<file path="src/rtl/mux_pkg.sv">
// Shared mux helpers: arbiter state encoding, select-width helper and the
// round-robin search used by rr_pick.
package mux_pkg;

    localparam int MAX_N = 16;
    localparam int IDX_W = 4;

    typedef enum logic {
        ST_IDLE  = 1'b0,
        ST_GRANT = 1'b1
    } arb_state_t;

    function automatic int mux_sel_width(input int n);
        return (n <= 1) ? 1 : $clog2(n);
    endfunction

    // First set bit of mask found by searching base+1, base+2, ... modulo n;
    // base itself is the last candidate. Returns base when mask is empty.
    function automatic logic [IDX_W-1:0] rr_next_idx(input logic [IDX_W-1:0] base,
                                                     input logic [MAX_N-1:0] mask,
                                                     input int n);
        logic [IDX_W:0] idx;
        rr_next_idx = base;
        for (int k = MAX_N; k >= 1; k--) begin
            if (k <= n) begin
                idx = (IDX_W+1)'(base) + (IDX_W+1)'(k);
                if (idx >= (IDX_W+1)'(n))
                    idx = idx - (IDX_W+1)'(n);
                if (mask[idx[IDX_W-1:0]])
                    rr_next_idx = idx[IDX_W-1:0];
            end
        end
    endfunction

endpackage

</file>
<file path="src/rtl/rr_pick.sv">
// Round-robin pick: index of the first requester after base (modulo N) and
// a flag saying whether any requester was set at all.
module rr_pick
    import mux_pkg::*;
#(
    parameter int N  = 4,
    parameter int SW = $clog2(N)
) (
    input  logic [N-1:0]  mask,
    input  logic [SW-1:0] base,
    output logic [SW-1:0] idx,
    output logic          found
);

    logic [MAX_N-1:0] mask_ext;

    always_comb begin
        mask_ext        = '0;
        mask_ext[N-1:0] = mask;
    end

    assign idx   = SW'(rr_next_idx(IDX_W'(base), mask_ext, N));
    assign found = |mask;

endmodule

</file>
<file path="src/rtl/rr_mux_arbiter.sv">
// Round-robin arbiter driving the select of a shared N:1 data mux onto one
// valid/ready consumer port.
//   state    | meaning
//   ST_IDLE  | no grant held; arbitrate on any req
//   ST_GRANT | sel holds the granted requester until its transfer or withdrawal
module rr_mux_arbiter
    import mux_pkg::*;
#(
    parameter int N  = 4,
    parameter int W  = 8,
    parameter int SW = $clog2(N)
) (
    input  logic           clk,
    input  logic           rst_n,
    input  logic [N-1:0]   req,
    input  logic [N*W-1:0] in_data,
    output logic [N-1:0]   ack,
    output logic [SW-1:0]  sel,
    output logic           out_valid,
    output logic [W-1:0]   out_data,
    input  logic           out_ready,
    output logic           busy
);

    arb_state_t    state_q, state_d;
    logic [SW-1:0] sel_q, sel_d;
    logic [SW-1:0] ptr_q, ptr_d;

    logic          req_sel;
    logic          xfer;
    logic [N-1:0]  others;
    logic [N-1:0]  pick_mask;
    logic [SW-1:0] pick_base;
    logic [SW-1:0] pick_idx;
    logic          pick_found;

    always_comb begin
        req_sel  = 1'b0;
        out_data = '0;
        others   = '0;
        for (int i = 0; i < N; i++) begin
            if (sel_q == SW'(i)) begin
                req_sel  = req[i];
                out_data = in_data[i*W +: W];
            end else begin
                others[i] = req[i];
            end
        end
    end

    assign busy      = (state_q == ST_GRANT);
    assign sel       = sel_q;
    assign out_valid = busy & req_sel;
    assign xfer      = out_valid & out_ready;

    always_comb begin
        ack = '0;
        for (int i = 0; i < N; i++)
            ack[i] = xfer & (sel_q == SW'(i));
    end

    // While granted, the next search excludes the word being served so a
    // sole requester takes a bubble instead of winning twice in a row.
    assign pick_mask = busy ? others : req;
    assign pick_base = busy ? sel_q  : ptr_q;

    rr_pick #(.N(N), .SW(SW)) u_pick (
        .mask  (pick_mask),
        .base  (pick_base),
        .idx   (pick_idx),
        .found (pick_found)
    );

    always_comb begin
        state_d = state_q;
        sel_d   = sel_q;
        ptr_d   = ptr_q;
        case (state_q)
            ST_IDLE: begin
                if (pick_found) begin
                    state_d = ST_GRANT;
                    sel_d   = pick_idx;
                end
            end
            ST_GRANT: begin
                if (xfer) begin
                    ptr_d = sel_q;
                    if (pick_found)
                        sel_d = pick_idx;
                    else
                        state_d = ST_IDLE;
                end else if (!req_sel) begin
                    state_d = ST_IDLE;
                end
            end
        endcase
    end

    always_ff @(posedge clk or negedge rst_n) begin
        if (!rst_n) begin
            state_q <= ST_IDLE;
            sel_q   <= '0;
            ptr_q   <= SW'(N-1);
        end else begin
            state_q <= state_d;
            sel_q   <= sel_d;
            ptr_q   <= ptr_d;
        end
    end

endmodule
</file>
<file path="config.mk">
export PLATFORM = sky130hd
export DESIGN_NAME = rr_mux_arbiter
export DESIGN_NICKNAME = d
export VERILOG_FILES = /design/src/rtl/mux_pkg.sv /design/src/rtl/rr_pick.sv /design/src/rtl/rr_mux_arbiter.sv
export SDC_FILE = /design/constraint.sdc
export NUM_CORES = 1
export LEC_CHECK = 0
export CAP_MARGIN = 10
export CELL_PAD_IN_SITES_DETAIL_PLACEMENT = 0
export CELL_PAD_IN_SITES_GLOBAL_PLACEMENT = 1
export CORE_MARGIN = 2
export CORE_UTILIZATION = 26
export DETAILED_ROUTE_END_ITERATION = 6
export PLACE_DENSITY_LB_ADDON = 0.05
export SYNTH_ARGS = -nofsm -noshare
export SYNTH_HDL_FRONTEND = slang
export SYNTH_HIERARCHICAL = 1
export SYNTH_SLANG_ARGS = --single-unit
export TNS_END_PERCENT = 50
</file>
<file path="constraint.sdc">
create_clock -name clk -period 3.3 [get_ports clk]
set_clock_uncertainty 0.15 [all_clocks]
set_input_delay 0.33 -clock clk [delete_from_list [all_inputs] [get_ports clk]]
set_output_delay 0.33 -clock clk [all_outputs]
set_load 0.02 [all_outputs]
</file>
==> flow_summary.yaml <==
outcome:
  status: "complete, no violations"
worst_setup_path:
  required_ps: 2820
  setup.worst_path.class: "reg -> out"
  path_delay_family: "simple AND/OR/NAND/NOR gates"
  cp_cell_sequence: "buf_4 > and2b_1 > nand3_1 > nor2_1 > clkdlybuf4s50_1"
  arrival_ps: 2220
  crit_buf_inv: 2
  startpoint_type: "flip-flop"
  end_kind: "primary output"
  crit_path_max_incr_delay_ps: 620
  slowest_stage: "clkdlybuf4s50_1"
  cp_max_fo: 11
routing:
  drt-wirelength-per-cell_um: 14.7
  first_pass_iters: 4
  routed_via_density: 4.89
  antenna_left: 0
  vias: 876
  drt_wl_total_um: 2640
  route.detailed.drc: 0
  drt_iter0_drc: 17
placement:
  placed_cells: 175
  portBuffers: 54
  post-place-ws_ps: 650
  place_congestion: 0.760
  dp.final_hpwl_um: 2110
power:
  ir_drop_v: 0.000644
  net-switching-power_uw: 615
  seqPwrFrac_pct: 9.4
  switching_share_pct: 45.2
  clkPwrFrac_pct: 5.1
  pwr-share-comb_pct: 85.4
  p_per_area_mw_per_mm2: 939
  internal-power_uw: 744
  p_leak_nw: 0.602
clock_network:
  tritoncts: "built"
  cts_sinks: 5
  cts_setup_buffers: 0
  insertion_delay_ps: 240
  cts_root_buffer: "clkbuf_4"
  ctsResizeCount: 0
  holdBufCountCts: 0
  path_clk_slew_ps: 40
  htree_levels: 1
  clockBufferDepth: 2
  numCtsBuffers: 3
final_layout:
  nNetsFinal: 180
  num_antenna_cells: 0
  fin_cells: 179
  most-common-layout-cells: "clkdlybuf4s50_1 (54), nor2_1 (7), inv_1 (6)"
  synthToLayoutAreaGrowth_pct: 71.7
  final_common_cell: "clkdlybuf4s50_1"
  fin_util_pct: 47.0
  drive_gt1_share_pct: 14.1
timing:
  rsz0062_at_grt: "false"
  slew_viol_final: 0
  period_share_pct: 81.7
  fin_setup_tns_ps: 0
  hold_viol: 0
  min_period_ps: 2700
  timing.slew.headroom_pct: 65.3
  worst_pin_slew_ps: 515
  fin_ws_ps: 604
  finalSetupViolations: 0
  clock.fmax_ghz: 0.371
run:
  cap_violations: 0
synthesis:
  synth_nets: 123
  ys_ff_latch: 5
  yosysSeqAreaShare_pct: 15.1
  synth_warnings: 6
  ys_types: 33
  synthesis.area_um2: 843
  syn_inst: 79
  syn_avg_cell_area_um2: 10.7
floorplanning:
  dieWidth_um: 61.0
  core_area_mm2: 0.00308
  die_h_um: 61.0
  start_util_pct: 27.4
  rows: 20
  fp.dieArea_mm2: 0.00371
  ios: 55
global_route:
  grt_pass1_vias: 839
  grt_overflow: 0
  antenna_found_initial: 0
  grt_max_degree: 17
  grt_pass1_wl_um: 3840
  grt.total_usage_pct: 14.1
hold_path:
  hold_class: "in -> async"
cell type report:
| type | instances | area (um^2) |
|---|---|---|
| Timing Repair Buffer | 56 | 556 |
| Multi-Input combinational cell | 64 | 661 |
| Sequential cell | 5 | 128 |
| Inverter | 6 | 22.5 |
| Fill cell | 312 | 1630 |
| Tap cell | 44 | 55.1 |
| Clock buffer | 4 | 26.3 |
cells by family after synthesis:
family,Yosys count,share of synthesized area [%]
simple gates,23,14.2
xor+xnor,1,1.04
fa+ha+maj,5,7.42
flops,5,15.1
mux,17,37.2
buf+inv,10,6.53
compound gates,18,18.4
per-stage QoR:
step                hold WS (ps)  cell area, um^2  power, mW
CTS                          165             1450       1.36
floorplan                   -116              843      0.974
detailed placement           323             1420       1.28
finish                       163             1450       1.36
global route                 179             1450       1.47
global placement             314             1420       1.28
per-layer routing:
layer / up-vias / track usage, % / routed length [um]
met2: 46 / 23.5 / 1100
li1: 421 / - / -
met3: 2 / 2.56 / 303
met5: - / 0 / 0
met1: 407 / 18.5 / 1210
met4: 0 / 4.66 / 21
power by group through the flow:
stage	clock network (mW)	logic, mW	registers, mW
finish	0.0699	1.16	0.128
global route	0.0752	1.26	0.134
floorplan	0	0.826	0.148
CTS	0.0731	1.16	0.129
global placement	0	1.15	0.130
detailed placement	0	1.15	0.130
state kept, by name, indices dropped and copies added, names as in the netlist:
name and cells:
ptr_q 2, sel 2, busy 1
cells in the mapped netlist:
cell	n	area [um^2]
a211oi_1	1	7.51
a21boi_0	4	30.0
a21o_1	1	7.51
a21oi_1	4	20.0
a22oi_4	1	21.3
a2bb2oi_1	2	17.5
a31o_2	1	8.76
a32oi_1	2	17.5
and2_1	2	12.5
and2b_1	1	7.51
buf_2	2	10.0
buf_6	2	22.5
dfrtp_1	3	75.1
dfstp_2	2	52.6
ha_1	5	62.6
inv_1	6	22.5
mux2_2	2	22.5
mux2_4	2	30.0
mux2i_1	4	40.0
mux4_1	5	131
mux4_2	4	90.1
nand2_1	5	18.8
nand2b_1	1	6.26
nand3_1	2	10.0
nor2_1	7	26.3
nor2b_1	1	6.26
nor3b_1	1	7.51
o2bb2ai_2	1	15.0
o32a_1	1	10.0
or3_1	1	6.26
or3_4	1	11.3
or4_1	1	7.51
xnor2_1	1	8.76
worst paths after layout:
kind,depth (start not counted),endpoint,startpoint,slack (ps)
worst min-delay path,1,sel[1],rst_n,160
worst max-delay path,5,ack[1],sel[1],600
max in group asynchronous,1,ptr_q[1],rst_n,2580
worst min register to register,2,ptr_q[1],ptr_q[1],320
min in group clk,2,ptr_q[1],ptr_q[1],320
worst max register to register,10,sel[1],busy,610
worst reg2reg max path: stages (launching register included):
cell and delay (ps):
dfrtp_1 410, and2_1 270, a21o_1 250, inv_1 110, ha_1 200, and2_1 160
or3_1 300, a32oi_1 220, o32a_1 230, nor3b_1 70, a211oi_1 220
No activity file was read; power rests on OpenSTA's default activity.
